`config.mk`:
```
export PLATFORM = sky130hd
export DESIGN_NAME = riscv_core_ext_irq_ctrl
export DESIGN_NICKNAME = d
export VERILOG_FILES = /design/src/rtl/riscv_core_ext_irq_ctrl.sv
export SDC_FILE = /design/constraint.sdc
export NUM_CORES = 1
export LEC_CHECK = 0
export ABC_CLOCK_PERIOD_IN_PS = 3000
export BUFFER_PORTS_ARGS = -buffer_cell sky130_fd_sc_hd__buf_2
export CORE_UTILIZATION = 40
export CTS_BUF_LIST = sky130_fd_sc_hd__clkbuf_8 sky130_fd_sc_hd__clkbuf_16
export CTS_CLUSTER_SIZE = 30
export DETAILED_ROUTE_END_ITERATION = 8
export GPL_TIMING_DRIVEN = 0
export PLACE_DENSITY = 0.77
export SLEW_MARGIN = 20
export SYNTH_ARGS = -nofsm -noshare
export SYNTH_HDL_FRONTEND = slang
export SYNTH_SLANG_ARGS = --single-unit
```
`constraint.sdc`:
```
create_clock -name i_riscv_core_clk -period 3 [get_ports i_riscv_core_clk]
set_input_delay 0.3 -clock i_riscv_core_clk [delete_from_list [all_inputs] [get_ports i_riscv_core_clk]]
set_output_delay 0.3 -clock i_riscv_core_clk [all_outputs]
set_load 0.01 [all_outputs]
```
`src/rtl/riscv_core_ext_irq_ctrl.sv`:
```
// riscv_core_ext_irq_ctrl
//   Machine-mode external interrupt controller. Latches rising edges of
//   NUM_SRC peripheral lines into a pending set, masks them with ENABLE and
//   raises a single machine-external request toward the CSR unit. The CSR
//   unit's one-cycle ack claims the lowest-index eligible source; the trap
//   handler reads its ID from CLAIM and writes it to COMPLETE when done.
//
// Optional feature (compile-time macro): RISCV_CORE_IRQ_ACK_TIMEOUT_EN
//   Defined   : a request left unacknowledged for ACK_TIMEOUT cycles is
//               withdrawn (pending kept) and STATUS bit1 (sticky, W1C) sets.
//   Undefined : the request waits for ack indefinitely; STATUS bit1 reads 0.
//
// Ports
//   i_riscv_core_clk        clock, rising edge
//   i_riscv_core_rst        asynchronous active-high reset
//   i_riscv_core_irq_src    peripheral interrupt lines (edge-sensitive)
//   o_riscv_core_mexternal  request to CSR unit (registered)
//   i_riscv_core_ack        one-cycle acknowledge / claim pulse
//   i_riscv_core_reg_wen    register write strobe
//   i_riscv_core_reg_addr   register offset (0 EN,1 PEND,2 CLAIM,3 COMPLETE,4 STATUS)
//   i_riscv_core_reg_wdata  register write data
//   o_riscv_core_reg_rdata  register read data, 1-cycle latency
//   o_riscv_core_claim_id   currently claimed ID (source index + 1), 0 = none
module riscv_core_ext_irq_ctrl #(
  parameter int unsigned NUM_SRC     = 8,
  parameter int unsigned ID_W        = 6,
  parameter int unsigned ACK_TIMEOUT = 64
) (
  input  logic               i_riscv_core_clk,
  input  logic               i_riscv_core_rst,
  input  logic [NUM_SRC-1:0] i_riscv_core_irq_src,
  output logic               o_riscv_core_mexternal,
  input  logic               i_riscv_core_ack,
  input  logic               i_riscv_core_reg_wen,
  input  logic [2:0]         i_riscv_core_reg_addr,
  input  logic [63:0]        i_riscv_core_reg_wdata,
  output logic [63:0]        o_riscv_core_reg_rdata,
  output logic [ID_W-1:0]    o_riscv_core_claim_id
);

  localparam int unsigned RD_W = 64;

  typedef enum logic [1:0] {
    ST_IDLE    = 2'd0,
    ST_REQ     = 2'd1,
    ST_CLAIMED = 2'd2
  } state_t;

  state_t             state;
  logic [NUM_SRC-1:0] pending;
  logic [NUM_SRC-1:0] enable;
  logic [NUM_SRC-1:0] prev_src;
  logic               status_to;

  logic [NUM_SRC-1:0] eligible;
  logic [NUM_SRC-1:0] rise;
  logic [NUM_SRC-1:0] w1c_mask;
  logic [NUM_SRC-1:0] claim_mask;
  logic [NUM_SRC-1:0] pending_nxt;
  logic [ID_W-1:0]    win_idx;
  logic               any_elig;
  logic               ack_claim;
  logic               wr_enable;
  logic               wr_pending;
  logic               wr_complete;
  logic               wr_status;
  logic               complete_hit;
  logic               timeout_hit;
  logic [RD_W-1:0]    rd_val;
  logic               unused_wdata;

  assign eligible    = pending & enable;
  assign any_elig    = |eligible;
  assign rise        = i_riscv_core_irq_src & ~prev_src;

  assign wr_enable   = i_riscv_core_reg_wen && (i_riscv_core_reg_addr == 3'd0);
  assign wr_pending  = i_riscv_core_reg_wen && (i_riscv_core_reg_addr == 3'd1);
  assign wr_complete = i_riscv_core_reg_wen && (i_riscv_core_reg_addr == 3'd3);
  assign wr_status   = i_riscv_core_reg_wen && (i_riscv_core_reg_addr == 3'd4);

  assign unused_wdata = ^i_riscv_core_reg_wdata;

  // Lowest set index wins: scan downward so the last hit is the lowest.
  always_comb begin
    win_idx = '0;
    for (int i = NUM_SRC - 1; i >= 0; i--) begin
      if (eligible[i]) win_idx = ID_W'(i);
    end
  end

  assign ack_claim    = (state == ST_REQ) && i_riscv_core_ack && any_elig;
  assign claim_mask   = ack_claim ? (NUM_SRC'(1) << win_idx) : '0;
  assign w1c_mask     = wr_pending ? i_riscv_core_reg_wdata[NUM_SRC-1:0] : '0;
  assign complete_hit = wr_complete && (state == ST_CLAIMED) &&
                        (i_riscv_core_reg_wdata[ID_W-1:0] == o_riscv_core_claim_id);

  // Clears are applied first so a same-cycle new edge keeps its pending bit.
  assign pending_nxt  = (pending & ~(w1c_mask | claim_mask)) | rise;

`ifdef RISCV_CORE_IRQ_ACK_TIMEOUT_EN
  localparam int unsigned CNT_W = $clog2(ACK_TIMEOUT + 1);
  logic [CNT_W-1:0] ack_cnt;

  // Counts completed REQ cycles; held at zero outside REQ so entry starts fresh.
  always_ff @(posedge i_riscv_core_clk or posedge i_riscv_core_rst) begin
    if (i_riscv_core_rst) begin
      ack_cnt <= '0;
    end else if (state != ST_REQ || timeout_hit) begin
      ack_cnt <= '0;
    end else begin
      ack_cnt <= ack_cnt + CNT_W'(1);
    end
  end

  // Ack in the expiry cycle takes precedence.
  assign timeout_hit = (state == ST_REQ) && !i_riscv_core_ack && any_elig &&
                       (ack_cnt == CNT_W'(ACK_TIMEOUT - 1));
`else
  logic unused_timeout;
  assign unused_timeout = ACK_TIMEOUT[0];
  assign timeout_hit    = 1'b0;
`endif

  // Register read mux; sampled before this cycle's writes take effect.
  always_comb begin
    rd_val = '0;
    case (i_riscv_core_reg_addr)
      3'd0:    rd_val = RD_W'(enable);
      3'd1:    rd_val = RD_W'(pending);
      3'd2:    rd_val = RD_W'(o_riscv_core_claim_id);
      3'd4:    rd_val = RD_W'({status_to, (state != ST_IDLE)});
      default: rd_val = '0;
    endcase
  end

  // Handshake FSM, pending/enable/status registers and read data.
  always_ff @(posedge i_riscv_core_clk or posedge i_riscv_core_rst) begin
    if (i_riscv_core_rst) begin
      state                  <= ST_IDLE;
      pending                <= '0;
      enable                 <= '0;
      prev_src               <= '0;
      status_to              <= 1'b0;
      o_riscv_core_mexternal <= 1'b0;
      o_riscv_core_reg_rdata <= '0;
      o_riscv_core_claim_id  <= '0;
    end else begin
      prev_src               <= i_riscv_core_irq_src;
      pending                <= pending_nxt;
      o_riscv_core_reg_rdata <= rd_val;
      if (wr_enable) enable <= i_riscv_core_reg_wdata[NUM_SRC-1:0];
      if (timeout_hit) begin
        status_to <= 1'b1;
      end else if (wr_status && i_riscv_core_reg_wdata[1]) begin
        status_to <= 1'b0;
      end

      case (state)
        ST_IDLE: begin
          if (any_elig) begin
            state                  <= ST_REQ;
            o_riscv_core_mexternal <= 1'b1;
          end
        end
        ST_REQ: begin
          if (i_riscv_core_ack) begin
            o_riscv_core_mexternal <= 1'b0;
            if (any_elig) begin
              o_riscv_core_claim_id <= win_idx + ID_W'(1);
              state                 <= ST_CLAIMED;
            end else begin
              state <= ST_IDLE;
            end
          end else if (!any_elig || timeout_hit) begin
            o_riscv_core_mexternal <= 1'b0;
            state                  <= ST_IDLE;
          end
        end
        ST_CLAIMED: begin
          if (complete_hit) begin
            o_riscv_core_claim_id <= '0;
            state                 <= ST_IDLE;
          end
        end
        default: begin
          state                  <= ST_IDLE;
          o_riscv_core_mexternal <= 1'b0;
        end
      endcase
    end
  end

endmodule

```
==> results.yml, run 1 <==
run_status:
  status: "complete, but fails checks"
  violations: "hold timing"
worst_setup_path:
  crit_fanout: 6
  cpPeakStageDelay_ns: 0.49
  cp.required_ns: 3.18
  crit_path_start_kind: "flip-flop"
  cp_slowest_cell: "a31oi_1"
  cp-end-kind: "flip-flop"
  path_class: "reg2reg"
  rr_worst_depth: 4
  cp.arrival_ns: 2.35
  crit_path_cell_trace: "a22oi_1 > a41oi_1 > a31oi_1 > mux2_4"
clock_tree:
  cts_tree: "built"
  clkTransAtPathRegs_ns: 0.07
  clock_path_buffers: 2
  clock_sinks: 39
  cts_made_buffers: 5
  htreeDepth: 2
  ctsResizeCount: 0
  postCtsSetupRepairBufs: 0
  cts_root_buf: "clkbuf_8"
  cts_hold_buf: 0
  worstSkewPairLatency_ns: 0.29
detailed_routing:
  first_iter_violations: 89
  avgViaCountPerCell: 4.28
  num_vias: 1700
  drtAntennaViolNets: 0
  drc: 0
  wl_per_cell_um: 11.7
  drt_pass1_iterations: 4
  routed_wl_um: 4650
logic_synthesis:
  syn_area_mm2: 0.00227
  yosysTopAreaCellShare_pct: 42.9
  ys_async_sr_fraction_pct: 100
  ys.warnings.count: 0
  ys_ff_latch: 39
  synth_area_leaders: "dfrtp_1, buf_4, nand2_1, a32o_1, mux2_1"
  syn_avg_cell_area_um2: 10.1
  synth.distinct_cells: 40
  synth_edf_count: 0
  yosysMostFrequentCell: "buf_4"
  synth-main-ff-cell: "dfrtp_1"
  ys_seq_area_share_pct: 42.9
  synth_commonest_cells: "buf_4, dfrtp_1, nand2_1"
  yosysTopAreaCell: "dfrtp_1"
  synth_cells: 224
sta:
  hold_ws_ns: -0.00891
  fmax_mhz: 460
  worst_slack_ns: 0.824
  rsz0062_at_grt: "false"
  maxSlewHeadroom_pct: 48.6
  skew_ns: 0.00649
  hold_viol: 13
  setup_tns_ns: 0
  final.period_utilization_pct: 72.5
  setup_viol: 0
  min_period_ns: 2.18
  tightestPinTransition_ns: 0.768
  slew_viol_final: 0
grt:
  gr-total-overflow: 0
  grt_pass1_wl_um: 7470
  grt_pass1_vias: 1518
  grt_max_degree: 24
  antenna_found_initial: 0
  grt_use_total_pct: 16.1
placed_design:
  gp_congestion: 0.863
  port_buffers: 35
  place_hpwl_um: 3720
  dp.cells: 389
  place_worst_setup_slack_ns: 0.871
die:
  dieHeight_um: 77.4
  initial_utilization_pct: 41.3
  die-area_mm2: 0.00599
  ios: 150
  core.rowCount: 27
  core_area_mm2: 0.00551
  die_x_um: 77.4
cells_and_area:
  finalNonFillerCells: 397
  areaGrowthSynthToFinish_pct: 25.9
  drive_gt1_share_pct: 32.3
  diodes: 0
  nets: 408
power:
  p_leak_nw: 1.55
  p_total_mw: 1.70
  p_per_area_mw_per_mm2: 595
  peakVddDrop_uv: 266
hold_path:
  hold_path_class: "in2async"
job:
  cap_violations: 0
[state kept, by name, indices dropped and copies added, names as in the netlist]
signal	cells
o_riscv_core_mexternal	1
o_riscv_core_reg_rdata	8
enable	8
state	2
pending	8
o_riscv_core_claim_id	4
prev_src	8
[power by group]
part | internal (mW) | total (mW) | switching (mW)
clock | 0.156 | 0.329 | 0.172
combinational | 0.289 | 0.610 | 0.321
sequential | 0.636 | 0.765 | 0.129
total | 1.08 | 1.70 | 0.622
[final timing paths]
kind	start	endpoint	slack (ns)
hold reg to reg	prev_src[3]$_DFF_PP0_	pending[3]$_DFF_PP0_	0.55
setup / recovery	pending[4]$_DFF_PP0_	o_riscv_core_claim_id[3]$_DFFE_PP0P_	0.82
setup reg to reg	pending[4]$_DFF_PP0_	o_riscv_core_claim_id[3]$_DFFE_PP0P_	0.82
min in group i_riscv_core_clk	i_riscv_core_irq_src[7]	prev_src[7]$_DFF_PP0_	0.13
hold / removal	i_riscv_core_rst	o_riscv_core_reg_rdata[1]$_DFF_PP0_	-0.009
max in group asynchronous	i_riscv_core_rst	enable[6]$_DFFE_PP0P_	2.56
[layout make-up]
| cell class | count | area, µm² |
|---|---|---|
| fill | 521 | 2650 |
| multi-input combinational | 171 | 1030 |
| inverter | 11 | 41.3 |
| clock buffer | 5 | 68.8 |
| sequential | 39 | 976 |
| clock inverter | 3 | 12.5 |
| buffer | 60 | 443 |
| timing repair buffer | 36 | 203 |
| tap | 72 | 90.1 |
[kinds of logic after synthesis]
kind of cell	count (synthesis)	synth area share [%]
buffers and inverters	71	21.3
AND/OR/NAND/NOR	50	10.5
flip-flops	39	42.9
AO/OA/AOI/OAI	37	12.7
multiplexers	17	8.20
adder cells (fa/ha/maj)	5	2.75
XOR/XNOR	4	1.54
other	1	0.165
[metrics by stage]
step	hold slack, ns	util [%]	area [µm²]
6_report	-0.00891	52.0	2860
3_3_place_gp	0.424	50.0	2750
3_5_place_dp	0.313	50.5	2780
4_1_cts	0.000843	52.0	2860
2_1_floorplan	0.331	-	2490
5_1_grt	0.0191	52.0	2860
[placed cells by master (no fill, tap or decap), types with 5 or more instances in the layout]
cell type  netlist  final
conb_1           1     58
buf_2            0     35
nand2_1         25     25
clkbuf_8         0      5
a21oi_1          7      7
ha_1             5      5
dfrtp_1         39     39
buf_4           58     58
mux2i_1          7      7
inv_1           11     12
mux2_1           8      8
nor2_1          12     12
a32o_1           9      9
[worst max-delay path: cells and delay by family, from the launching register on]
| kind | cells | cell delay, ns |
|---|---|---|
| AO/OA/AOI/OAI | 3 | 1.31 |
| flip-flops | 1 | 0.42 |
| multiplexers | 1 | 0.34 |
[layer usage]
layer	share of wire, %	wire, µm	global-route usage (%)	up-vias
met1	45	2090	20.5	774
met3	5.0	233	2.59	4
li1	-	-	-	859
met2	49	2260	26.5	63
met4	1.4	64	7.36	0
met5	0	0	0	-
No activity file was read; power rests on OpenSTA's default activity.
==> run 2, diff against run 1 <==
--- a/config.mk
+++ b/config.mk
@@ -5,14 +5,15 @@
 export SDC_FILE = /design/constraint.sdc
 export NUM_CORES = 1
 export LEC_CHECK = 0
-export ABC_CLOCK_PERIOD_IN_PS = 3000
+export ABC_AREA = 1
+export ABC_CLOCK_PERIOD_IN_PS = 1930
 export BUFFER_PORTS_ARGS = -buffer_cell sky130_fd_sc_hd__buf_2
-export CORE_UTILIZATION = 40
+export CORE_UTILIZATION = 39
 export CTS_BUF_LIST = sky130_fd_sc_hd__clkbuf_8 sky130_fd_sc_hd__clkbuf_16
 export CTS_CLUSTER_SIZE = 30
 export DETAILED_ROUTE_END_ITERATION = 8
 export GPL_TIMING_DRIVEN = 0
-export PLACE_DENSITY = 0.77
+export PLACE_DENSITY = 0.78
 export SLEW_MARGIN = 20
 export SYNTH_ARGS = -nofsm -noshare
 export SYNTH_HDL_FRONTEND = slang
==> constraint.sdc (replaced) <==
create_clock -name i_riscv_core_clk -period 1.93 [get_ports i_riscv_core_clk]
set_input_delay 0.193 -clock i_riscv_core_clk [delete_from_list [all_inputs] [get_ports i_riscv_core_clk]]
set_output_delay 0.193 -clock i_riscv_core_clk [all_outputs]
set_load 0.01 [all_outputs]
==> run 2 against run 1 <==
- the flow now finishes without violations
- maximum frequency up 22%
- die area increased by 5.6%
- sequential share of layout area down 1.1 points
- register-to-register slack got worse by 0.68 ns
- power grew 55%
- non-clock buffer count grew 3
- critical path type unchanged
- largest power group unchanged
- highest routed layer unchanged
==> results.yml, run 2 <==
power:
  p_sw_share_pct: 38.2
  switching_power_mw: 1.01
  p_int_mw: 1.63
  p_comb_share_pct: 38.3
  seqPwrFrac_pct: 42.1
  p_per_area_mw_per_mm2: 892
  peakVddDrop_uv: 371
  pwr-share-clk_pct: 19.6
  p_leak_nw: 1.73
run_status:
  status: "completed"
detailed_routing:
  avgViaCountPerCell: 4.18
  drc: 0
  wl_per_cell_um: 9.90
  drt_pass1_iterations: 4
  first_iter_violations: 171
  drtAntennaViolNets: 0
  routed_wl_um: 4600
  num_vias: 1942
clock_tree:
  htreeDepth: 2
  cts_tree: "built"
  clkTransAtPathRegs_ns: 0.07
  clock_sinks: 39
  worstSkewPairLatency_ns: 0.29
  clock_path_buffers: 2
  cts_root_buf: "clkbuf_8"
  cts_made_buffers: 5
cells_and_area:
  diodes: 0
  areaGrowthSynthToFinish_pct: 25.9
  nets: 476
  finalNonFillerCells: 465
  most-common-layout-cells: "nand2_1, buf_4, conb_1"
  fin_area_mm2: 0.00295
  drive_gt1_share_pct: 30.3
  final_common_cell: "nand2_1"
logic_synthesis:
  ys.warnings.count: 0
  ys_seq_area_share_pct: 41.6
  yosysTopAreaCell: "dfrtp_1"
  synth_area_leaders: "dfrtp_1, buf_4, nand2_1, inv_1, o21ai_0"
  synth_edf_count: 0
  ys_async_sr_fraction_pct: 100
  yosysTopAreaCellShare_pct: 41.6
  syn_avg_cell_area_um2: 8.11
  syn_area_mm2: 0.00234
  synth.distinct_cells: 21
  synth_cells: 289
  synth_commonest_cells: "nand2_1, buf_4, dfrtp_1"
  synth-main-ff-cell: "dfrtp_1"
  ys_ff_latch: 39
  yosysMostFrequentCell: "nand2_1"
worst_setup_path:
  cp.required_ns: 2.12
  cp-end-kind: "flip-flop"
  crit_path_start_kind: "flip-flop"
  crit_fanout: 5
  path_class: "reg2reg"
  cp.arrival_ns: 1.97
sta:
  setup_tns_ns: 0
  final.period_utilization_pct: 92.4
  slew_viol_final: 0
  min_period_ns: 1.78
  skew_ns: 0.00416
  hold_viol: 0
  worst_slack_ns: 0.147
  setup_viol: 0
  fmax_mhz: 561
die:
  dieHeight_um: 79.5
  core.rowCount: 27
  initial_utilization_pct: 41.6
  core_area_mm2: 0.00564
  die_x_um: 79.5
  die-area_mm2: 0.00633
  ios: 150
job:
  cap_violations: 0
placed_design:
  place_hpwl_um: 3760
  dp.cells: 454
  place_area_mm2: 0.00284
  port_buffers: 35
  gp_congestion: 0.830
  place_worst_setup_slack_ns: 0.0981
grt:
  grt_use_total_pct: 15.3
  grt_pass1_wl_um: 7360
  gr-total-overflow: 0
  grt_max_degree: 28
  antenna_found_initial: 0
  grt_pass1_vias: 1734
hold_path:
  hold_path_class: "in2reg"
[run 2: cell types whose count changed in the layout (fill, tap and decap cells not counted), sizes merged, moves of 4 or more]
| cell | delta |
|---|---|
| o21ai | +24 |
| inv | +27 |
| nand3 | +10 |
| a32o | -5 |
| mux2 | -10 |
| a22oi | -4 |
| nor3 | +8 |
| a21oi | -6 |
| mux2i | -7 |
| a22o | -4 |
| nand2 | +51 |
[run 2: worst max-delay path: stages, from the launching register on]
cell	delay (ns)
dfrtp_1	0.40
nand2_1	0.10
inv_1	0.05
nand2_1	0.05
nand2_1	0.05
nand2_1	0.05
nand2_1	0.04
nand2_1	0.05
nand2_1	0.06
nand2_2	0.12
inv_1	0.08
ha_1	0.19
ha_1	0.29
nand2_1	0.07
o21ai_1	0.06
[run 2: cells by family (layout without fill, tap and decap cells)]
group	Yosys count	after routing	synth area share [%]
buffers and inverters	98	145	25.6
flip-flops	39	39	41.6
adder cells (fa/ha/maj)	5	5	2.67
other	1	58	0.160
AND/OR/NAND/NOR	112	112	21.6
AO/OA/AOI/OAI	34	34	8.38
[run 2: repair_timing]
item / CTS / global route
setup buffers: 0 / 2
hold buffers: 1 / 0
resized for setup: 0 / 1
hold endpoints to repair: 12 / 0
setup endpoints to repair: 0 / 3
[run 2: layout make-up]
cell class | count | area, µm²
Fill cell | 528 | 2690
Multi-Input combinational cell | 209 | 985
Sequential cell | 39 | 976
Buffer | 60 | 458
Timing Repair Buffer | 39 | 220
Inverter | 38 | 143
Tap cell | 72 | 90.1
Clock buffer | 5 | 68.8
Clock inverter | 3 | 12.5
[run 2: path summary, 6_finish.rpt]
check | start | endpoint | slack (ns) | cells after the start
max in group asynchronous | i_riscv_core_rst | prev_src[3]$_DFF_PP0_ | 1.13 | 4
max | enable[7]$_DFFE_PP0P_ | o_riscv_core_claim_id[2]$_DFFE_PP0P_ | 0.15 | 14
max reg2reg | enable[7]$_DFFE_PP0P_ | o_riscv_core_claim_id[2]$_DFFE_PP0P_ | 0.15 | 14
min reg2reg | prev_src[7]$_DFF_PP0_ | pending[7]$_DFF_PP0_ | 0.42 | 1
min in group asynchronous | i_riscv_core_rst | enable[5]$_DFFE_PP0P_ | 0.38 | 3
min | i_riscv_core_irq_src[7] | prev_src[7]$_DFF_PP0_ | 0.01 | 1
[run 2: metal layers]
metal	part of all wire [%]	vias to the layer above	global-route usage, %	routed length (µm)
li1	-	990	-	-
met1	39	856	17.7	1790
met2	50	82	25.6	2300
met3	8.7	14	5.03	402
met4	2.4	0	6.73	111
met5	0	-	0	0
[run 2: power groups by stage]
| stage | sequential (mW) | combinational [mW] | clock, mW |
|---|---|---|---|
| finish | 1.11 | 1.01 | 0.517 |
| global route | 1.13 | 1.14 | 0.562 |
| CTS | 1.11 | 0.972 | 0.533 |
| detailed placement | 1.12 | 0.966 | 0 |
| global placement | 1.12 | 0.925 | 0 |
| floorplan | 1.12 | 0.692 | 0 |
[run 2: through the flow]
stage / hold WS, ns / util (%) / power [mW]
after floorplan: 0.224 / - / 1.82
after global placement: 0.317 / 50.1 / 2.04
after detailed placement: 0.156 / 50.4 / 2.09
after CTS: 0.00662 / 52.0 / 2.61
after global routing: 0.00456 / 52.3 / 2.84
final: 0.0149 / 52.3 / 2.63
==> run 3, diff against run 2 <==
--- a/config.mk
+++ b/config.mk
@@ -13,6 +13,7 @@
 export CTS_CLUSTER_SIZE = 30
 export DETAILED_ROUTE_END_ITERATION = 8
 export GPL_TIMING_DRIVEN = 0
+export HOLD_SLACK_MARGIN = 0.08
 export PLACE_DENSITY = 0.78
 export SLEW_MARGIN = 20
 export SYNTH_ARGS = -nofsm -noshare
==> run 3 against run 2 <==
- count of clock-buffer cells in the layout unchanged
- sequential cell count is the same
- power up 0.58%
- worst setup slack worse by 0.0099 ns
- sequential power about the same
- first-iteration DRC count decreased by 9.4%
- worst hold slack better by 0.16 ns
- via count is 1.5% higher
- largest cell class unchanged
- highest routed layer unchanged
==> results.yml, run 3 (synthesis gave the netlist of run 2 again) <==
run_status:
  status: "completed"
cells_and_area:
  diodes: 0
  areaGrowthSynthToFinish_pct: 29.3
  final_common_cell: "nand2_1"
  drive_gt1_share_pct: 29.7
  most-common-layout-cells: "nand2_1, buf_4, conb_1"
  nets: 484
  final_util_pct: 53.8
worst_setup_path:
  r2r_slack_ns: 0.14
  cp-end-kind: "flip-flop"
  startpoint: "enable[7]$_DFFE_PP0P_"
  cp.arrival_ns: 1.98
  cp.required_ns: 2.12
  crit_path_start_kind: "flip-flop"
  rr_worst_depth: 14
  crit_fanout: 5
  critPathCapture: "o_riscv_core_claim_id[2]$_DFFE_PP0P_"
  reg2reg_from: "enable[7]$_DFFE_PP0P_"
  timing.rr.end: "o_riscv_core_claim_id[2]$_DFFE_PP0P_"
  path_class: "reg2reg"
detailed_routing:
  avgViaCountPerCell: 4.17
  routed_wl_um: 4650
  first_iter_violations: 155
  drt_pass1_iterations: 4
  num_vias: 1972
  drtAntennaViolNets: 0
  wl_per_cell_um: 9.83
  drc: 0
die:
  die-area_mm2: 0.00633
  core.rowCount: 27
  core_area_mm2: 0.00564
  dieHeight_um: 79.5
  initial_utilization_pct: 41.6
  die_x_um: 79.5
  ios: 150
sta:
  worst_slack_ns: 0.137
  fmax_mhz: 558
  hold_ws_ns: 0.171
  setup_tns_ns: 0
  hold_viol: 0
  min_period_ns: 1.79
  skew_ns: 0.00425
  slew_viol_final: 0
  setup_viol: 0
  final.period_utilization_pct: 92.9
power:
  p_per_area_mw_per_mm2: 873
  peakVddDrop_uv: 371
  p_leak_nw: 1.76
grt:
  antenna_found_initial: 0
  grt_max_degree: 28
  grt_use_total_pct: 15.3
  grt_pass1_vias: 1757
  grt_pass1_wl_um: 7380
  gr-total-overflow: 0
clock_tree:
  cts_root_buf: "clkbuf_8"
  clock_path_buffers: 2
  htreeDepth: 2
  clkTransAtPathRegs_ns: 0.07
  clock_sinks: 39
  worstSkewPairLatency_ns: 0.29
  cts_made_buffers: 5
  cts_tree: "built"
placed_design:
  place_hpwl_um: 3760
  place_worst_setup_slack_ns: 0.0981
  gp_congestion: 0.830
  port_buffers: 35
job:
  cap_violations: 0
hold_path:
  hold_path_class: "in2reg"
run 3: cell count changes in the layout (fill, tap and decap cells not counted):
cell / change
dlygate4sd3_1: +8
run 3: per-layer routing:
layer	track usage, %	vias to the layer above	wire [µm]
met5	0	-	0
met4	6.73	0	107
li1	-	1007	-
met1	17.5	867	1810
met3	5.03	12	422
met2	25.8	86	2310
run 3: power by group:
group | switching (mW) | internal (mW) | leakage [nW]
sequential | 0.128 | 0.981 | 0.464
clock | 0.275 | 0.243 | 0.0505
combinational | 0.608 | 0.413 | 1.25
total | 1.01 | 1.64 | 1.76
run 3: final cells by class:
cell class,instances,area (µm²)
plain buffers,60,458
well taps,72,90.1
inverters,38,143
repair buffers,47,300
clock buffers,5,68.8
fillers,523,2610
flip-flops and latches,39,976
multi-input cells,209,985
clock inverters,3,12.5
run 3: worst max-delay path, stage by stage (launching register included):
cell	delay (ns)
dfrtp_1	0.41
nand2_1	0.11
inv_1	0.05
nand2_1	0.06
nand2_1	0.05
nand2_1	0.05
nand2_1	0.04
nand2_1	0.05
nand2_1	0.06
nand2_2	0.12
inv_1	0.08
ha_1	0.19
ha_1	0.29
nand2_1	0.07
o21ai_1	0.06
run 3: how the worst min path moves through the flow:
| stage | startpoint | to | slack (ns) | cells after the start |
|---|---|---|---|---|
| after floorplan | i_riscv_core_irq_src[0] | prev_src[0]$_DFF_PP0_ | 0.22 | 0 |
| after CTS | i_riscv_core_reg_wdata[6] | enable[6]$_DFFE_PP0P_ | 0.17 | 3 |
| after global placement | i_riscv_core_irq_src[3] | prev_src[3]$_DFF_PP0_ | 0.32 | 1 |
| after global routing | i_riscv_core_reg_wdata[4] | enable[4]$_DFFE_PP0P_ | 0.19 | 3 |
| final | i_riscv_core_reg_wdata[6] | enable[6]$_DFFE_PP0P_ | 0.17 | 3 |
| after detailed placement | i_riscv_core_rst | o_riscv_core_reg_rdata[5]$_DFF_PP0_ | 0.16 | 2 |
run 3: per-stage QoR:
stage / area (µm²) / power, mW / cells
global placement: 2820 / 2.04 / 453
CTS: 3020 / 2.62 / 471
detailed placement: 2840 / 2.09 / 454
global route: 3030 / 2.85 / 473
finish: 3030 / 2.65 / 473
floorplan: 2560 / 1.82 / 346
run 3: what timing repair did:
action	in CTS	in global routing
hold buffers	9	0
resized for setup	0	1
endpoints found under the setup margin	0	3
setup buffers	0	2
endpoints found under the hold margin	20	0
